## config.mk

```make
export PLATFORM = sky130hd
export DESIGN_NAME = lsu_port_arbiter
export DESIGN_NICKNAME = d
export VERILOG_FILES = /design/src/rtl/lsu_port_arbiter.sv
export SDC_FILE = /design/constraint.sdc
export NUM_CORES = 1
export LEC_CHECK = 0
export CORE_MARGIN = 2
export CORE_UTILIZATION = 30
export CTS_CLUSTER_SIZE = 24
export DETAILED_ROUTE_END_ITERATION = 8
export SETUP_SLACK_MARGIN = 0.15
export SYNTH_ARGS = -nofsm -noshare
export SYNTH_HDL_FRONTEND = slang
export SYNTH_SLANG_ARGS = --single-unit
```

## constraint.sdc

```tcl
create_clock -name i_clk -period 10.77 [get_ports i_clk]
set_clock_uncertainty 0.15 [all_clocks]
set_input_delay 2.154 -clock i_clk [delete_from_list [all_inputs] [get_ports i_clk]]
set_output_delay 2.154 -clock i_clk [all_outputs]
set_load 0.005 [all_outputs]
```

## src/rtl/lsu_port_arbiter.sv

```systemverilog
// lsu_port_arbiter: shares one LSU data port between the core path (r0) and the loader/debug master (r1)
// Ports:
//   i_clk, i_reset               clock, synchronous active-high reset
//   i_rX_req/wren/addr/st_data/lsu_op/ld_un   request and fields of requester X (held until o_rX_gnt)
//   o_rX_gnt                     combinational accept
//   o_rX_rvalid, o_rX_ld_data    response pulse two cycles after accept; load data or 0 for a store
//   o_lsu_addr/st_data/lsu_wren/lsu_op/ld_un   issue register driving the LSU
//   i_ld_data                    LSU load data, combinational in the issue cycle
module lsu_port_arbiter #(
   parameter int HOLD_MAX = 4,
   parameter int CNT_W    = 4
) (
   input  logic        i_clk,
   input  logic        i_reset,
   input  logic        i_r0_req,
   input  logic        i_r0_wren,
   input  logic [31:0] i_r0_addr,
   input  logic [31:0] i_r0_st_data,
   input  logic [1:0]  i_r0_lsu_op,
   input  logic        i_r0_ld_un,
   output logic        o_r0_gnt,
   output logic        o_r0_rvalid,
   output logic [31:0] o_r0_ld_data,
   input  logic        i_r1_req,
   input  logic        i_r1_wren,
   input  logic [31:0] i_r1_addr,
   input  logic [31:0] i_r1_st_data,
   input  logic [1:0]  i_r1_lsu_op,
   input  logic        i_r1_ld_un,
   output logic        o_r1_gnt,
   output logic        o_r1_rvalid,
   output logic [31:0] o_r1_ld_data,
   output logic [31:0] o_lsu_addr,
   output logic [31:0] o_st_data,
   output logic        o_lsu_wren,
   output logic [1:0]  o_lsu_op,
   output logic        o_ld_un,
   input  logic [31:0] i_ld_data
);
   logic [CNT_W-1:0] hold_cnt;
   logic             iss_vld, iss_own;
   logic             win1, stall, go;
   logic             sel_wren;
   logic [31:0]      sel_addr;
   always_comb begin
      win1     = i_r1_req && (!i_r0_req || hold_cnt == CNT_W'(HOLD_MAX));
      sel_wren = win1 ? i_r1_wren : i_r0_wren;
      sel_addr = win1 ? i_r1_addr : i_r0_addr;
      // the store in the issue slot commits at the coming edge, so a same-word load must wait a cycle
      stall    = o_lsu_wren && !sel_wren && sel_addr[31:2] == o_lsu_addr[31:2];
      go       = (i_r0_req || i_r1_req) && !stall && !i_reset;
      o_r0_gnt = go && !win1;
      o_r1_gnt = go && win1;
   end
   always_ff @(posedge i_clk) begin
      if (i_reset) begin
         hold_cnt     <= '0;
         iss_vld      <= 1'b0;
         iss_own      <= 1'b0;
         o_lsu_addr   <= '0;
         o_st_data    <= '0;
         o_lsu_wren   <= 1'b0;
         o_lsu_op     <= '0;
         o_ld_un      <= 1'b0;
         o_r0_rvalid  <= 1'b0;
         o_r1_rvalid  <= 1'b0;
         o_r0_ld_data <= '0;
         o_r1_ld_data <= '0;
      end else begin
         hold_cnt    <= (!i_r1_req || o_r1_gnt) ? '0 :
                        (o_r0_gnt && hold_cnt != CNT_W'(HOLD_MAX)) ? hold_cnt + 1'b1 : hold_cnt;
         iss_vld     <= go;
         o_lsu_wren  <= go && sel_wren;
         if (go) begin
            iss_own    <= win1;
            o_lsu_addr <= sel_addr;
            o_st_data  <= win1 ? i_r1_st_data : i_r0_st_data;
            o_lsu_op   <= win1 ? i_r1_lsu_op : i_r0_lsu_op;
            o_ld_un    <= win1 ? i_r1_ld_un : i_r0_ld_un;
         end
         o_r0_rvalid <= iss_vld && !iss_own;
         o_r1_rvalid <= iss_vld && iss_own;
         if (iss_vld && !iss_own) o_r0_ld_data <= o_lsu_wren ? '0 : i_ld_data;
         if (iss_vld && iss_own) o_r1_ld_data <= o_lsu_wren ? '0 : i_ld_data;
      end
   end
endmodule

```

==> results.sh, run 1 <==
export IMPL_relSlewSlack=0.3889
export IMPL_seqCellArea_sq_mm=0.002803
export IMPL_n_fill_cell=2206
export IMPL_start_util=0.3035
export IMPL_cts_buffers=17
export IMPL_clock_path_buffers=2
export IMPL_cts_setup_buffers=0
export IMPL_worstSetupPathDepth=10
export IMPL_met3_usage=0.04819
export IMPL_area_growth_synth_to_final_pct=54.93
export IMPL_cp_slowest_stage_delay_ps=720
export IMPL_path_clk_slew_ps=60
export IMPL_ys_flop_type="dfxtp_1"
export IMPL_worstMarginPinSlew_ps=916.6
export IMPL_vias_per_cell=4.709
export IMPL_grtUsageMet1=0.2371
export IMPL_place_congestion=0.8402
export IMPL_fmax_ghz=0.1178
export IMPL_ant_nets=0
export IMPL_syn_inst=792
export IMPL_final_period_utilization=0.7885
export IMPL_crit_slowest_cell="nand2_2"
export IMPL_yosys_area_top_type="dfxtp_1"
export IMPL_track_usage=0.1806
export IMPL_io_pins=308
export IMPL_drtIter0Drc=256
export IMPL_hpwl_um=16110
export IMPL_post_drt_wl_per_cell_um=16.10
export IMPL_core_area_sq_mm=0.02250
export IMPL_die_x_um=154.9
export IMPL_setup_worst_path_class="primary input to output pin"
export IMPL_period_needed_ps=8492
export IMPL_setup_viol=0
export IMPL_drive_gt1_frac=0.04867
export IMPL_worstRegToRegCells=10
export IMPL_gr_usage_met2=0.2946
export IMPL_seq_area_frac_synth=0.4104
export IMPL_antenna_found_initial=0
export IMPL_cts_root_buf="clkbuf_16"
export IMPL_num_antenna_cells=0
export IMPL_grt_busiest_layer="met2"
export IMPL_ir_drop_mv=0.08322
export IMPL_path_delay_family="simple AND/OR/NAND/NOR gates"
export IMPL_hp_class="flip-flop to flip-flop"
export IMPL_slew_viol_final=0
export IMPL_drc=0
export IMPL_crit_top_cell="clkdlybuf4s50_1"
export IMPL_syn_nets=966
export IMPL_setup_tns_final_ps=0
export IMPL_grt_pass1_wl_um=34470
export IMPL_cts_tree="yes"
export IMPL_numPortBuffers=307
export IMPL_via_count=6470
export IMPL_yosysWarnings=0
export IMPL_fp_dieArea_sq_mm=0.02399
export IMPL_insertion_delay_ps=420
export IMPL_row_count=55
export IMPL_rsz0062_at_grt="false"
export IMPL_worstPathMaxFanout=30
export IMPL_hold_violations=0
export IMPL_htree_levels=4
export IMPL_status="finished clean"
export IMPL_cts_sinks=140
export IMPL_path_buf_inv=3
export IMPL_power_leakage_nw=4.285
export IMPL_grt_max_degree=70
export IMPL_finalPower_mw=1.433
export IMPL_post_synth_num_cell_types=52
export IMPL_synth_area_top_cells="dfxtp_1, mux2i_1, nand2_1, a21oi_1, nor2b_1"
export IMPL_holdBufCountCts=0
export IMPL_crit_chain="clkdlybuf4s50_1, nand4b_2, nand2_2, mux2i_1, o2111ai_1, or4b_1, o221ai_4, buf_4, nor2_1, clkdlybuf4s50_1"
export IMPL_synthArstFlopShare=0
export IMPL_cap_violations=0
export IMPL_synth_edf_count=0
export IMPL_holdPathStages=2
export IMPL_grt_pass1_vias=6298
export IMPL_drt_wl_total_um=22120
export IMPL_start_kind="primary input"
export IMPL_post_cts_resized=0
export IMPL_critPathArrivalTime_ps=6190
export IMPL_drt_first_pass_iters=6
export IMPL_netlist_area_sq_mm=0.006829
export IMPL_worstSetupEndpointType="output pin"
export IMPL_powerDensity_mw_per_mm2=135.4
export IMPL_syn_area_per_cell_sq_um=8.623
export IMPL_die_h_um=154.9
export IMPL_critPathRequiredTime_ps=8470
export IMPL_grt_overflow=0
export IMPL_yosys_area_top_type_share=0.4104
export IMPL_fin_nets=1250
export IMPL_multi_input_comb_area_sq_mm=0.003627
export IMPL_ys_ff_latch=140
cells by family (layout without fill, tap and decap cells):
| family | after synthesis | after routing | synth area share |
|---|---|---|---|
| xor+xnor | 20 | 20 | 0.02565 |
| buf+inv | 76 | 373 | 0.06119 |
| flops | 140 | 140 | 0.4104 |
| compound gates | 119 | 119 | 0.1070 |
| mux | 124 | 124 | 0.1821 |
| fa+ha+maj | 2 | 2 | 0.003664 |
| simple gates | 311 | 311 | 0.2100 |
area by class of cell:
| type | count | share of cell area |
|---|---|---|
| repair buffers | 317 | 0.2971 |
| inverters | 24 | 0.008515 |
| flip-flops and latches | 140 | 0.2649 |
| clock inverters | 12 | 0.01076 |
| multi-input cells | 576 | 0.3428 |
| well taps | 285 | 0.03370 |
| clock buffers | 20 | 0.04222 |
per-stage QoR:
step,instances,instance area (sq um),setup WS (ps),util,hold WS (ps)
2_1_floorplan,792,6829,4325,-,302.7
3_3_place_gp,1342,10020,2394,0.4453,290.7
3_5_place_dp,1342,10020,2266,0.4453,295.6
4_1_cts,1374,10580,2277,0.4702,304.3
5_1_grt,1374,10580,1981,0.4702,322.0
6_report,1374,10580,2278,0.4702,300.8
cell usage in the layout, fill, tap and decap left out, drive strengths merged, types with 6 or more instances in the layout:
cell	Yosys	final
a21oi	74	74
buf	18	11
clkbuf	34	20
clkdlybuf4s50	0	306
dfxtp	140	140
inv	23	27
mux2i	122	122
nand2	204	204
nand2b	12	12
nand3	12	12
nor2	8	8
nor2b	48	48
nor4	7	7
o21ai	9	9
o221ai	6	6
xor2	17	17
flip-flops by register name, summed over array words and instances, names as in the netlist, 2 cells and up:
| name | count |
|---|---|
| o_st_data | 32 |
| o_lsu_op | 2 |
| o_lsu_addr | 32 |
| o_r0_ld_data | 32 |
| o_r1_ld_data | 32 |
| hold_cnt | 4 |
final timing paths:
path	from	end	slack (ps)
setup / recovery	i_r1_req	o_r0_gnt	2280
hold / removal	o_r1_ld_data[11]$_SDFFE_PP0P_	o_r1_ld_data[11]$_SDFFE_PP0P_	300
setup reg to reg	hold_cnt[0]$_SDFFE_PP0P_	o_st_data[0]$_SDFFE_PP0N_	6410
hold reg to reg	o_r1_ld_data[11]$_SDFFE_PP0P_	o_r1_ld_data[11]$_SDFFE_PP0P_	300
cells in the mapped netlist, types with 2 or more instances:
cell type    n
a21boi_0     5
o21ai_0      9
nand2_1    203
a21oi_1     74
xnor2_1      3
nor3_1       3
inv_1       22
and3_1       3
mux2i_1    122
and2_1       5
o211ai_1     5
xor2_1      17
a2111oi_0    4
o22ai_1      5
o2111ai_1    3
clkbuf_1    34
ha_1         2
nor4_1       7
nor2b_1     48
a22oi_1      2
nand2b_1    12
nor2_1       7
buf_12       6
buf_4        4
o221ai_1     5
nand3_1     12
buf_1        5
nand4_1      2
dfxtp_1    140
power by group:
group	leakage (nW)	switching (mW)	internal, mW	total (mW)
sequential	1.15	0.0278	0.555	0.583
clock	0.263	0.235	0.326	0.561
combinational	2.87	0.118	0.171	0.290
per-layer routing:
metal | part of all wire | up-vias
met5 | 0 | -
met4 | 0.0096 | 0
met3 | 0.075 | 13
met2 | 0.47 | 232
met1 | 0.44 | 2982
li1 | - | 3243
worst min-delay path, cell delays in order, from the launching register on:
cell and delay, ps:
dfxtp_1 310, nand2_1 50, a21oi_1 50
Power figures use the tool's default switching activity.
==> run 2: changes to the inputs <==
==> constraint.sdc (replaced) <==
create_clock -name i_clk -period 8.8 [get_ports i_clk]
set_clock_uncertainty 0.15 [all_clocks]
set_input_delay 1.76 -clock i_clk [delete_from_list [all_inputs] [get_ports i_clk]]
set_output_delay 1.76 -clock i_clk [all_outputs]
set_load 0.005 [all_outputs]
==> results.sh, run 2 (synthesized netlist as in run 1, its figures left out) <==
export IMPL_drive_gt1_frac=0.05138
export IMPL_worstMarginPinSlew_ps=817.0
export IMPL_finalNonFillerCells=1375
export IMPL_hold_ws_ps=302.5
export IMPL_cts_tree="yes"
export IMPL_setup_viol=0
export IMPL_insertion_delay_ps=420
export IMPL_fmax_ghz=0.1312
export IMPL_grt_pass1_wl_um=34420
export IMPL_n_fill_cell=2226
export IMPL_setup_tns_final_ps=0
export IMPL_grt_overflow=0
export IMPL_relSlewSlack=0.4553
export IMPL_num_antenna_cells=0
export IMPL_crit_chain="clkdlybuf4s50_1, nor2b_1, nor2_4, or4_4, a2111oi_4, nand4_2, o221ai_4, nor2_1, clkdlybuf4s50_1"
export IMPL_final_period_utilization=0.8664
export IMPL_cts_root_buf="clkbuf_16"
export IMPL_row_count=55
export IMPL_cts_sinks=140
export IMPL_dp_cells=1343
export IMPL_clock_path_buffers=2
export IMPL_hp_class="flip-flop to flip-flop"
export IMPL_hpwl_um=16080
export IMPL_path_buf_inv=2
export IMPL_die_x_um=154.9
export IMPL_vias_per_cell=4.791
export IMPL_critPathRequiredTime_ps=6890
export IMPL_setup_worst_path_class="primary input to output pin"
export IMPL_track_usage=0.1800
export IMPL_status="finished clean"
export IMPL_cp_slowest_stage_delay_ps=690
export IMPL_start_kind="primary input"
export IMPL_worstPathMaxFanout=16
export IMPL_layout_commonest_cell="clkdlybuf4s50_1"
export IMPL_placed_cell_area_sq_mm=0.01003
export IMPL_cts_setup_buffers=0
export IMPL_path_clk_slew_ps=60
export IMPL_ant_nets=0
export IMPL_path_delay_family="simple AND/OR/NAND/NOR gates"
export IMPL_fin_nets=1251
export IMPL_start_util=0.3035
export IMPL_hold_violations=0
export IMPL_numPortBuffers=307
export IMPL_slew_viol_final=0
export IMPL_fin_area_sq_mm=0.01058
export IMPL_place_congestion=0.8126
export IMPL_io_pins=308
export IMPL_cts_buffers=17
export IMPL_crit_slowest_cell="clkdlybuf4s50_1"
export IMPL_dp_slack_ps=1167
export IMPL_htree_levels=4
export IMPL_crit_top_cell="clkdlybuf4s50_1"
export IMPL_powerDensity_mw_per_mm2=165.6
export IMPL_worstSetupEndpointType="output pin"
export IMPL_antenna_found_initial=0
export IMPL_r2r_slack_ps=4170
export IMPL_critPathArrivalTime_ps=5710
export IMPL_die_h_um=154.9
export IMPL_cap_violations=0
export IMPL_ir_drop_mv=0.1018
export IMPL_period_needed_ps=7624
export IMPL_grt_max_degree=71
export IMPL_drtIter0Drc=267
export IMPL_worst_slack_ps=1176
export IMPL_mostFrequentLayoutCells="clkdlybuf4s50_1, nand2_1, dfxtp_1"
export IMPL_via_count=6587
export IMPL_post_drt_wl_per_cell_um=16.16
export IMPL_holdBufCountCts=0
export IMPL_rsz0062_at_grt="false"
export IMPL_core_area_sq_mm=0.02250
export IMPL_area_growth_synth_to_final_pct=54.91
export IMPL_drc=0
export IMPL_drt_first_pass_iters=4
export IMPL_grt_pass1_vias=6379
export IMPL_fp_dieArea_sq_mm=0.02399
export IMPL_drt_wl_total_um=22230
export IMPL_power_leakage_nw=4.296
export IMPL_post_cts_resized=0
## run 2: stage by stage
step / utilization / total power [mW]
finish: 0.4701 / 1.752
detailed placement: 0.4456 / 1.085
global placement: 0.4456 / 1.083
global route: 0.4701 / 1.835
CTS: 0.4701 / 1.776
floorplan: - / 0.8765
## run 2: area by class of cell
cell class | instances | area, sq um | area share
well taps | 285 | 356.6 | 0.03371
repair buffers | 318 | 3151 | 0.2978
flip-flops and latches | 140 | 2803 | 0.2649
clock buffers | 17 | 425.4 | 0.04021
clock inverters | 15 | 126.4 | 0.01195
inverters | 24 | 90.09 | 0.008516
multi-input cells | 576 | 3627 | 0.3429
## run 2: worst paths after layout
kind	from	to	cells past startpoint
max reg2reg	hold_cnt[0]$_SDFFE_PP0P_	o_lsu_addr[18]$_SDFFE_PP0N_	10
max	i_r1_req	o_r0_gnt	9
min reg2reg	o_r1_ld_data[13]$_SDFFE_PP0P_	o_r1_ld_data[13]$_SDFFE_PP0P_	2
min	o_r1_ld_data[13]$_SDFFE_PP0P_	o_r1_ld_data[13]$_SDFFE_PP0P_	2
## run 2: worst min-delay path: cells and delay by family (launching register included)
family             cells  cell delay, ps
and+or+nand+nor        1              50
DFF                    1             310
AOI/OAI and AO/OA      1              50
## run 2: power by group
part,leakage [nW],switching (mW),internal (mW)
clock,0.270,0.312,0.370
combinational,2.87,0.145,0.209
sequential,1.15,0.0353,0.679
## run 2: per-layer routing
layer | track usage | share of wire | vias to the layer above
met5 | 0 | 0 | -
met4 | 0.04630 | 0.013 | 0
li1 | - | - | 3253
met3 | 0.04875 | 0.067 | 22
met2 | 0.3014 | 0.48 | 255
met1 | 0.2299 | 0.44 | 3057
